<file path="src/rtl/shift_pkg.sv">
// Shared types and constants for the universal shift register.
package shift_pkg;

    localparam int SHIFT_MODE_W = 3;

    typedef enum logic [SHIFT_MODE_W-1:0] {
        HOLD = 3'b000,
        SHL  = 3'b001,
        SHR  = 3'b010,
        ROL  = 3'b011,
        ROR  = 3'b100,
        ASR  = 3'b101,
        LOAD = 3'b110,
        RSVD = 3'b111
    } shift_mode_e;

endpackage

</file>
<file path="src/rtl/univ_shift_next.sv">
// Next-state logic for the universal shift register: purely combinational.
// err flags the reserved mode so the register stage can pulse mode_err.
module univ_shift_next
    import shift_pkg::*;
#(
    parameter int WIDTH = 8
) (
    input  logic [WIDTH-1:0]        q,
    input  logic [SHIFT_MODE_W-1:0] mode,
    input  logic                    sin_l,
    input  logic                    sin_r,
    input  logic [WIDTH-1:0]        din,
    output logic [WIDTH-1:0]        nxt,
    output logic                    err
);

    // Select the next register value for the requested operation.
    always_comb begin
        nxt = q;
        err = 1'b0;
        case (shift_mode_e'(mode))
            HOLD:    nxt = q;
            SHL:     nxt = {q[WIDTH-2:0], sin_r};
            SHR:     nxt = {sin_l, q[WIDTH-1:1]};
            ROL:     nxt = {q[WIDTH-2:0], q[WIDTH-1]};
            ROR:     nxt = {q[0], q[WIDTH-1:1]};
            ASR:     nxt = {q[WIDTH-1], q[WIDTH-1:1]};
            LOAD:    nxt = din;
            RSVD: begin
                nxt = q;
                err = 1'b1;
            end
            default: nxt = q;
        endcase
    end

endmodule

</file>
<file path="src/rtl/univ_shift_reg.sv">
// Universal shift register: hold, shift, rotate, arithmetic shift, or load
// on each enabled edge. Async reset beats sync clear, which beats enable.
module univ_shift_reg
    import shift_pkg::*;
#(
    parameter int               WIDTH   = 8,
    parameter logic [WIDTH-1:0] RST_VAL = {WIDTH{1'b0}}
) (
    input  logic                    clk,
    input  logic                    rst,
    input  logic                    clr,
    input  logic                    en,
    input  logic [SHIFT_MODE_W-1:0] mode,
    input  logic                    sin_l,
    input  logic                    sin_r,
    input  logic [WIDTH-1:0]        din,
    output logic [WIDTH-1:0]        q,
    output logic                    sout_l,
    output logic                    sout_r,
    output logic                    mode_err
);

    logic [WIDTH-1:0] nxt;
    logic             err;

    univ_shift_next #(
        .WIDTH (WIDTH)
    ) u_next (
        .q     (q),
        .mode  (mode),
        .sin_l (sin_l),
        .sin_r (sin_r),
        .din   (din),
        .nxt   (nxt),
        .err   (err)
    );

    // State register with clr/en priority; mode_err is a one-cycle pulse.
    always_ff @(posedge clk or posedge rst) begin
        if (rst) begin
            q        <= RST_VAL;
            mode_err <= 1'b0;
        end else if (clr) begin
            q        <= RST_VAL;
            mode_err <= 1'b0;
        end else if (en) begin
            q        <= nxt;
            mode_err <= err;
        end else begin
            mode_err <= 1'b0;
        end
    end

    assign sout_l = q[WIDTH-1];
    assign sout_r = q[0];

endmodule

</file>
<file path="config.mk">
export PLATFORM = sky130hd
export DESIGN_NAME = univ_shift_reg
export DESIGN_NICKNAME = d
export VERILOG_FILES = /design/src/rtl/shift_pkg.sv /design/src/rtl/univ_shift_next.sv /design/src/rtl/univ_shift_reg.sv
export SDC_FILE = /design/constraint.sdc
export NUM_CORES = 1
export LEC_CHECK = 0
export BUFFER_PORTS_ARGS = -buffer_cell sky130_fd_sc_hd__buf_2
export CAP_MARGIN = 20
export CELL_PAD_IN_SITES_DETAIL_PLACEMENT = 1
export CELL_PAD_IN_SITES_GLOBAL_PLACEMENT = 1
export CORE_ASPECT_RATIO = 0.8
export CORE_MARGIN = 2
export CORE_UTILIZATION = 30
export CTS_CLUSTER_DIAMETER = 30
export DETAILED_ROUTE_END_ITERATION = 6
export GPL_TIMING_DRIVEN = 0
export PLACE_DENSITY = 0.72
export SLEW_MARGIN = 25
export SYNTH_ARGS = -nofsm -noshare
export SYNTH_HDL_FRONTEND = slang
export SYNTH_SLANG_ARGS = --single-unit
</file>
<file path="constraint.sdc">
create_clock -name clk -period 1.4 [get_ports clk]
set_clock_uncertainty 0.05 [all_clocks]
set_input_delay 0.21 -clock clk [delete_from_list [all_inputs] [get_ports clk]]
set_output_delay 0.21 -clock clk [all_outputs]
set_load 0.01 [all_outputs]
</file>
-- Yosys cells after proc, flatten, opt, wreduce, memory -nomap -nowiden
Cells that the tools add are included.
- bits in registers: 9
- input port bits: 17
- equality and inequality tests: 9
- multiplexer cells: 6
- reductions and logical operators: 5
- operator list (cell ; number):
    $pmux 8 s6 ; 1
    $mux 8 ; 2
    $eq 3x3->1 const B ; 4
    $eq 3x2->1 const B ; 2
    $eq 3x1->1 const B ; 1
    $logic_not 3->1 ; 1
    $mux 1 ; 3
    $reduce_and 3->1 ; 1
    $ne 2x1->1 const B ; 1
    $ne 2x2->1 const B ; 1
    $reduce_and 2->1 ; 1
    $reduce_bool 2->1 ; 1
    $reduce_or 2->1 ; 1

-- Depth between registers and ports, before layout
Gate-level depths: netlist of the first run.
- word-level depth: 4
- mapped depth: 5

-- By module
From an unflattened synthesis of the first run, not the netlist that was laid out.
- cells, all modules: 84
- area, all modules: 762.0 um^2
- modules (own cells, without submodules) (module ; times used ; cells each ; area an instance (um^2)):
    univ_shift_next ; 1 ; 52 ; 384.1
    univ_shift_reg ; 1 ; 32 ; 377.9

-- Worst setup path after synthesis of the first run
Ideal clock, no wire load.
- kind: input -> register
- start: input port mode[0]
- end: register q[6]
- library setup time: 0.122 ns
- arrival time: 1.148 ns
- data required time: 1.228 ns
- path slack: 0.080 ns
- stages on the path: 5
- cell sequence: nand2b_1 -> buf_6 -> mux2_2 -> o32a_1 -> a32o_1
- longest elaborated chain between the ends: 4
- elaborated cells on any way between the ends: 14
- those cells by class: 8 x eq/ne; 3 x mux; 3 x reduce/logical
- RTL lines (element ; line ; source):
    from (decl) ; univ_shift_reg.sv:13 ; input logic [SHIFT_MODE_W-1:0] mode,
    $eq 3x3->1 (tied with other cells) ; univ_shift_next.sv:21 ; case (shift_mode_e'(mode))
    $pmux 8 s6 or $reduce_or 2->1 (tied branches) ; -- ;
    $mux 8 or $ne 2x1->1 (tied branches) ; -- ;
    $mux 8 or $reduce_and 2->1 (tied branches) ; -- ;
    to (signal assigned) ; univ_shift_reg.sv:47 ; q <= nxt;
    to (decl) ; univ_shift_reg.sv:17 ; output logic [WIDTH-1:0] q,
Several ways; a longest one is shown, not always the timed one. The select of a mux whose other input is x is not followed.
A chain may end at the register's enable or synchronous reset.

-- Worst setup path after layout of the first run
- start: register q[6]
- end: register q[7]
- longest elaborated chain between the ends: 3
- RTL lines (element ; line ; source):
    $pmux 8 s6 ; univ_shift_next.sv:21 ;
    $mux 8 ; univ_shift_reg.sv:46 ; end else if (en) begin
    $mux 8 ; univ_shift_reg.sv:43 ; end else if (clr) begin
Every way passes these cells. The select of a mux whose other input is x is not followed.

==> results.tsv, run 1 <==
metric	value	unit
status	finished, final reports clean	
H-tree levels	1	
Tightest Hold Check Type	input pin to flip-flop	
Clk pwr share	30.2	%
Switch Pwr	0.240	mW
CTS Hold Buffers Added	1	
worst vdd ir	359	uV
die area	2630	sq um
final wirelength	2.10	mm
post-synthesis sequential area ratio	33.6	%
Num CTS Buffers	3	
Mapped Cells	70	
maximum clock frequency	773	MHz
Area Overhead vs Synth	29.5	%
fin crit share	92.4	%
CP max FO	5	
min setup slack post-route	0.107	ns
NumNets Final	119	
Die Y	46.3	um
Die X	56.8	um
initial antenna violation count	0	
core area	2140	sq um
Post-CTS Setup Bufs	0	
Via Count	707	
Worst slew margin	73.9	%
Lkg Pwr	0.417	nW
CP Data Arrival Time	1.43	ns
min Tclk post-route	1.29	ns
clk sinks	9	
total grt overflow	0	
Initial Utilization	31.3	%
Post-Layout Cell Count	126	
Post-synth top flop	dfrtp_1	
Int Power	0.488	mW
placed cell count	121	
EDFF count, synth	0	
unrepaired setup endpoints after global routing	false	
worst skew pair latency	0.27	ns
max-cap violations	0	
ANT cells	0	
Longest Clk Path Bufs	2	
Vias/cell	5.61	
final setup vio count	0	
Fin. Hold Viols	0	
antenna-violating nets left	0	
1st-iter DRT viols	15	
Net Sw Frac	33.0	%
DRT Pass-1 Iters	4	
share of layout cells above drive strength 1	40.6	%
I/O Buffers	26	
Distinct cells, synth	31	
gpl congestion	0.771	
Max Slew Vio Count	0	
vias in the first global route	653	
pre-CTS WS	-0.0889	ns
GRT Util Overall	16.9	%
yosys synthesis warning count	0	
# rows	15	
root buf cell	clkbuf_4	
crit path launch type	flip-flop	
Worst EP required	1.53	ns
CTS tree	yes	
final hold slack	0.113	ns
Syn Nets	87	
post-DP HPWL	1.56	mm
Flop pwr share	41.0	%
first-pass GRT wire length	3.33	mm
Crit. End Element	flip-flop	
I/O pin total	28	
DR DRC count	0	
Setup CP Type	flip-flop to flip-flop	
Comb power frac	28.8	%
syn_area_per_cell	9.56	sq um
Yosys reg bits	9	
Worst Max-Slew Pin Slew	0.391	ns
fillers	275	
ys async rst share	100	%
Worst-path clk slew	0.07	ns
post-CTS sizing	0	
pin count of the biggest net entering global routing	11	
PD cells	840	nW/um^2
WL per Instance	16.7	um
synthesized cell area	669	sq um
==> layer usage <==
metal	up-vias	GRT usage [%]	wire length (um)
met5	-	0	0
met4	0	2.79	0
met3	0	5.34	134
met2	21	29.3	1030
met1	346	21.2	936
li1	340	-	-
==> Yosys cell counts (all sizes together) (2+ instances only) <==
cell type	n	area [sq um]
dfrtp	9	225
buf	8	51.3
a32o	6	60.1
o22ai	6	37.5
nand2	4	15.0
nand2b	4	25.0
o21ai	4	20.0
nor2	3	11.3
o32a	3	30.0
a21oi	2	10.0
inv	2	7.51
nand3b	2	15.0
o221ai	2	17.5
==> kinds of logic (layout without fill, tap and decap cells) <==
family                 Yosys count  in the layout  share of synthesized area, %
AO/OA/AOI/OAI                   31             31                          38.1
AND/OR/NAND/NOR                 18             18                          16.3
buffers and inverters           10             41                          8.78
flip-flops                       9              9                          33.6
multiplexers                     2              2                          3.18
==> worst max-delay path: stages, from the launching register on <==
cell      delay (ns)
dfrtp_1         0.42
nor2b_1         0.20
a31oi_1         0.07
o221a_1         0.25
a211oi_1        0.21
==> worst paths after layout <==
| check | slack, ns | cells after the start | end | start |
|---|---|---|---|---|
| worst max-delay path | 0.11 | 4 | q[7]$_DFFE_PP0P_ | q[6]$_DFFE_PP0P_ |
| worst min-delay path | 0.11 | 2 | q[7]$_DFFE_PP0P_ | clr |
| worst max register to register | 0.11 | 4 | q[7]$_DFFE_PP0P_ | q[6]$_DFFE_PP0P_ |
| worst min register to register | 0.52 | 1 | q[2]$_DFFE_PP0P_ | q[2]$_DFFE_PP0P_ |
| max in group asynchronous | 0.62 | 3 | q[4]$_DFFE_PP0P_ | rst |
| min in group asynchronous | 0.40 | 3 | q[7]$_DFFE_PP0P_ | rst |
==> flip-flops by register name (all words and copies together) (netlist names) <==
signal,flops
mode_err,1
q,8
==> power groups by stage <==
stage                     sequential [mW]  combinational, mW  clock, mW
after floorplan                     0.306              0.128          0
after global placement              0.302              0.202          0
after detailed placement            0.303              0.207          0
after CTS                           0.298              0.211      0.228
after global routing                0.301              0.228      0.242
final                               0.299              0.210      0.220
==> cell type report <==
type / count / area [sq um] / area share [%]
Buffer: 8 / 51.3 / 5.92
Clock buffer: 4 / 26.3 / 3.03
Inverter: 2 / 7.51 / 0.866
Multi-Input combinational cell: 51 / 385 / 44.4
Sequential cell: 9 / 225 / 26.0
Tap cell: 25 / 31.3 / 3.61
Timing Repair Buffer: 27 / 140 / 16.2
==> per-stage QoR <==
step	instance area [sq um]	util (%)	total power, mW	setup TNS [ns]
2_1_floorplan	669	-	0.434	0
3_3_place_gp	831	38.8	0.504	-0.122
3_5_place_dp	831	38.8	0.511	-0.186
4_1_cts	867	40.5	0.737	0
5_1_grt	867	40.5	0.771	0
6_report	867	40.5	0.728	0
==> layout by cell type (no fill, tap or decap), types with 3 or more instances in the layout <==
cell type	count
buf_2	31
dfrtp_1	9
o22ai_1	6
a32o_1	6
nand2b_1	4
nand2_1	4
nor2_1	3
o21ai_1	3
o32a_1	3
clkbuf_4	3
Note: power is estimated with default switching activity, not from simulation.
==> run 2, diff against run 1 <==
ABC_AREA = 1   (was default)
PLACE_DENSITY = 0.75   (was 0.72)
==> run 2 against run 1 <==
  * Die area rose by 6.2%
  * Sequential power fell by 8.0%
  * Non-clock buffer count fell by 2
  * Largest power group unchanged
  * Via count rose by 15%
  * Sequential cell count did not move
  * Largest cell class unchanged
  * Clock power fell by 5%
  * Sequential share of layout area fell by 1.4 points
  * Fmax rose by 5.0%
  * Global-route usage rose by 1.0 points
  * Critical path type is now flip-flop to output port
  * Count of clock-buffer cells in the layout did not move
  * Power fell by 12%
==> results.tsv, run 2 <==
metric	value	unit
Yosys reg bits	9	
met1 wire length	970	um
Post-CTS Setup Bufs	0	
Power Total	0.642	mW
ANT cells	0	
Vias/cell	5.05	
crit path launch type	flip-flop	
Reg2Reg Setup Slack	0.35	ns
pre-CTS WS	0.0782	ns
max-cap violations	0	
pin count of the biggest net entering global routing	11	
total grt overflow	0	
Worst path max stage delay	0.43	ns
Post-synth top flop	dfrtp_1	
Tightest Hold Check Type	input pin to flip-flop	
final setup vio count	0	
Worst slew margin	75.3	%
Largest register FFs	8	
share of layout cells above drive strength 1	33.1	%
syn_area_per_cell	6.87	sq um
Worst EP required	1.14	ns
CTS tree	yes	
maximum clock frequency	812	MHz
NumNets Final	154	
unrepaired setup endpoints after global routing	false	
Area Overhead vs Synth	28.4	%
final wirelength	2.16	mm
Final Core Density	41.8	%
RR Endpoint	q[7]$_DFFE_PP0P_	
Yosys top cell by area	dfrtp_1	
Max Slew Vio Count	0	
Distinct cells, synth	18	
PD cells	700	nW/um^2
Top reg by flops	q	
top sig layer	met4	
count leader, synth	nand2_1	
WL per Instance	13.4	um
DR DRC count	0	
Syn Nets	121	
post-synthesis sequential area ratio	31.5	%
commonest non-fill, non-tap cell in the layout	nand2_1	
R2R depth	8	
EDFF count, synth	0	
1st-iter DRT viols	10	
gpl congestion	0.797	
clk sinks	9	
Setup CP Type	flip-flop to output port	
Met2 Wirelength	1.04	mm
Worst-path clk slew	0.06	ns
post-DP HPWL	1.65	mm
H-tree levels	1	
Initial Utilization	32.5	%
core area	2200	sq um
min Tclk post-route	1.23	ns
I/O pin total	28	
# rows	15	
antenna-violating nets left	0	
Mapped Cells	104	
Crit. End Element	output port	
first-pass GRT wire length	3.57	mm
most frequent cells in the layout	37 x nand2_1, 27 x buf_2, 16 x nand3_1	
top cell type's share of synthesized area	31.5	%
CP Data Arrival Time	0.97	ns
die area	2790	sq um
Longest Clk Path Bufs	2	
ys async rst share	100	%
total negative slack	0	ns
post-CTS sizing	0	
Critical Path, Cell by Cell	buf_4 > buf_2	
Via Count	813	
Num CTS Buffers	3	
vias in the first global route	801	
met3 WL	112	um
Critical Path Source	q[7]$_DFFE_PP0P_	
Fin. Hold Viols	0	
yosys synthesis warning count	0	
initial antenna violation count	0	
DRT Pass-1 Iters	4	
Worst Setup EP	q[7]	
top post-synthesis cells by count	37 x nand2_1, 16 x nand3_1, 11 x nor2_1	
synthesized cell area	714	sq um
worst vdd ir	514	uV
Die Y	47.7	um
Die X	58.6	um
slowest stage cell, crit path	dfrtp_1	
Largest regs	q (8), mode_err (1)	
Synth area leaders	dfrtp_1 32%, nand2_1 19%, nand3_1 11%	
GRT Util Overall	17.9	%
Lkg Pwr	0.543	nW
CP max FO	5	
min setup slack post-route	0.169	ns
fin crit share	87.9	%
worst skew pair latency	0.27	ns
root buf cell	clkbuf_4	
I/O Buffers	27	
Worst Max-Slew Pin Slew	0.369	ns
Worst R2R Start	q[0]$_DFFE_PP0P_	
status	finished, final reports clean	
## run 2: report_power, final
| group | total, mW | leakage [nW] | internal, mW | switching (mW) |
|---|---|---|---|---|
| sequential | 0.275 | 0.125 | 0.267 | 0.00803 |
| combinational | 0.158 | 0.403 | 0.0613 | 0.0969 |
| clock | 0.209 | 0.0150 | 0.110 | 0.0984 |
## run 2: cells by family (layout without fill, tap and decap cells)
| group | count (synthesis) | after routing | synth area share [%] |
|---|---|---|---|
| buffers and inverters | 15 | 47 | 11.7 |
| AND/OR/NAND/NOR | 77 | 77 | 53.8 |
| flip-flops | 9 | 9 | 31.5 |
| AO/OA/AOI/OAI | 3 | 3 | 2.98 |
## run 2: through the flow
step	cell area [sq um]	instances	hold slack (ns)
6_report	917	161	0.158
5_1_grt	917	161	0.174
4_1_cts	917	161	0.149
3_5_place_dp	881	156	0.156
3_3_place_gp	881	156	0.150
2_1_floorplan	714	104	-0.0121
## run 2: critical path: cells and delay by family, from the launching register on
| kind | cells | cell delay (ns) |
|---|---|---|
| buffers and inverters | 2 | 0.28 |
| DFF | 1 | 0.43 |
## run 2: worst min path at each step
stage          cells past startpoint                 end  slack, ns  from
2_1_floorplan                      1  mode_err$_DFF_PP0_      -0.01   rst
3_3_place_gp                       2    q[2]$_DFFE_PP0P_       0.15   rst
3_5_place_dp                       2    q[1]$_DFFE_PP0P_       0.16   rst
4_1_cts                            3  mode_err$_DFF_PP0_       0.15    en
5_1_grt                            3  mode_err$_DFF_PP0_       0.17    en
6_report                           3  mode_err$_DFF_PP0_       0.16    en
## run 2: what timing repair did
| action | in CTS | in global routing |
|---|---|---|
| endpoints found under the hold margin | 9 | 0 |
| hold buffers | 1 | 0 |
| setup endpoints to repair | 0 | 0 |
## run 2: cell type report
class                           instances  area (sq um)
Multi-Input combinational cell         80           405
Buffer                                  5          45.0
Clock buffer                            4          26.3
Tap cell                               25          31.3
Fill cell                             303          1280
Inverter                               10          38.8
Sequential cell                         9           225
Timing Repair Buffer                   28           145
## run 2: routing by layer
layer	GRT usage (%)	vias to the layer above
met2	30.6	17
li1	-	400
met3	5.95	5
met5	0	-
met4	5.58	0
met1	21.8	391
==> run 3, diff against run 2 <==
CORE_ASPECT_RATIO = 1.4   (was 0.8)
==> run 3 against run 2 <==
  * Die area grew 0.11%
  * Register-to-register slack is essentially flat
  * First-iteration DRC count shrank 20%
  * Non-clock buffer count is the same
  * Critical path depth is the same
  * Fmax grew 0.69%
  * Routed wire length shrank 11%
  * Critical path type unchanged
  * Utilization shrank 0.76 points
  * Critical endpoint unchanged
==> results.tsv, run 3 (same netlist as run 2, synthesis figures left out) <==
metric	value	unit
die area	2790	sq um
final wirelength	1.91	mm
most frequent cells in the layout	37 x nand2_1, 27 x buf_2, 16 x nand3_1	
worst skew pair latency	0.24	ns
Worst-path clk slew	0.05	ns
DR DRC count	0	
final setup vio count	0	
vias in the first global route	796	
total negative slack	0	ns
clk sinks	9	
Largest regs	q (8), mode_err (1)	
Die X	45.2	um
status	finished, final reports clean	
total grt overflow	0	
initial antenna violation count	0	
core area	2230	sq um
post-CTS sizing	0	
Worst Setup EP	q[7]	
PD cells	669	nW/um^2
Worst Max-Slew Pin Slew	0.320	ns
WL per Instance	12.1	um
CP Data Arrival Time	0.96	ns
crit path launch type	flip-flop	
RR Endpoint	q[7]$_DFFE_PP0P_	
Area Overhead vs Synth	27.8	%
worst vdd ir	444	uV
Die Y	61.7	um
Top reg by flops	q	
post-DP HPWL	1.59	mm
Crit. End Element	output port	
Initial Utilization	32.1	%
Worst EP required	1.14	ns
first-pass GRT wire length	3.31	mm
H-tree levels	1	
Num CTS Buffers	3	
Max Slew Vio Count	0	
I/O pin total	28	
DRT Pass-1 Iters	2	
min Tclk post-route	1.22	ns
GRT Util Overall	15.8	%
Post-CTS Setup Bufs	0	
pin count of the biggest net entering global routing	11	
maximum clock frequency	818	MHz
Fin. Hold Viols	0	
Vias/cell	4.94	
Critical Path Source	q[7]$_DFFE_PP0P_	
share of layout cells above drive strength 1	33.1	%
Tightest Hold Check Type	input pin to flip-flop	
NumNets Final	154	
unrepaired setup endpoints after global routing	false	
Worst slew margin	78.6	%
Lkg Pwr	0.543	nW
root buf cell	clkbuf_4	
Power Total	0.611	mW
ANT cells	0	
Reg2Reg Setup Slack	0.35	ns
Worst R2R Start	q[0]$_DFFE_PP0P_	
gpl congestion	0.775	
antenna-violating nets left	0	
I/O Buffers	27	
Largest register FFs	8	
Setup CP Type	flip-flop to output port	
commonest non-fill, non-tap cell in the layout	nand2_1	
max-cap violations	0	
R2R depth	8	
CP max FO	5	
CTS tree	yes	
Via Count	780	
fin crit share	87.3	%
1st-iter DRT viols	8	
Longest Clk Path Bufs	2	
# rows	20	
[run 3: cell counts in the layout (fill, tap and decap cells not counted)]
No cell type changed its count.
[run 3: worst min-delay path by stage]
stage               startpoint            endpoint  slack, ns  cells past startpoint
global route                en  mode_err$_DFF_PP0_       0.20                      3
finish                      en  mode_err$_DFF_PP0_       0.19                      3
global placement           rst  mode_err$_DFF_PP0_       0.13                      2
CTS                         en  mode_err$_DFF_PP0_       0.18                      3
floorplan                  rst  mode_err$_DFF_PP0_      -0.01                      1
detailed placement         rst  mode_err$_DFF_PP0_       0.13                      2
[run 3: layer usage]
metal | part of all wire, % | track usage, %
met1 | 46 | 19.0
met2 | 51 | 29.0
met3 | 2.2 | 0.867
met4 | 0.68 | 6.30
met5 | 0 | 0
[run 3: power by group]
part           internal (mW)  switching, mW  total [mW]
combinational         0.0612         0.0925       0.154
clock                  0.109         0.0733       0.182
sequential             0.267        0.00811       0.275
[run 3: cell type report]
cell class	count	area [sq um]
fillers	309	1310
multi-input cells	80	405
flip-flops and latches	9	225
repair buffers	28	145
plain buffers	5	45.0
inverters	10	38.8
well taps	22	27.5
clock buffers	4	26.3
[run 3: worst max-delay path, cell delays in order (launching register included)]
cell	delay, ns
dfrtp_1	0.44
buf_4	0.15
buf_2	0.13
[run 3: repair_timing]
action,4_1_cts,5_1_grt
hold endpoints to repair,9,0
hold buffers,1,0
endpoints found under the setup margin,0,0
[run 3: metrics by stage]
step	utilization (%)	std cells	instance area (sq um)	hold slack (ns)	setup slack (ns)
global route	41.0	158	913	0.199	0.124
floorplan	-	104	714	-0.0121	0.340
finish	41.0	158	913	0.186	0.177
detailed placement	39.4	153	877	0.127	0.113
CTS	41.0	158	913	0.180	0.169
global placement	39.4	153	877	0.131	0.141
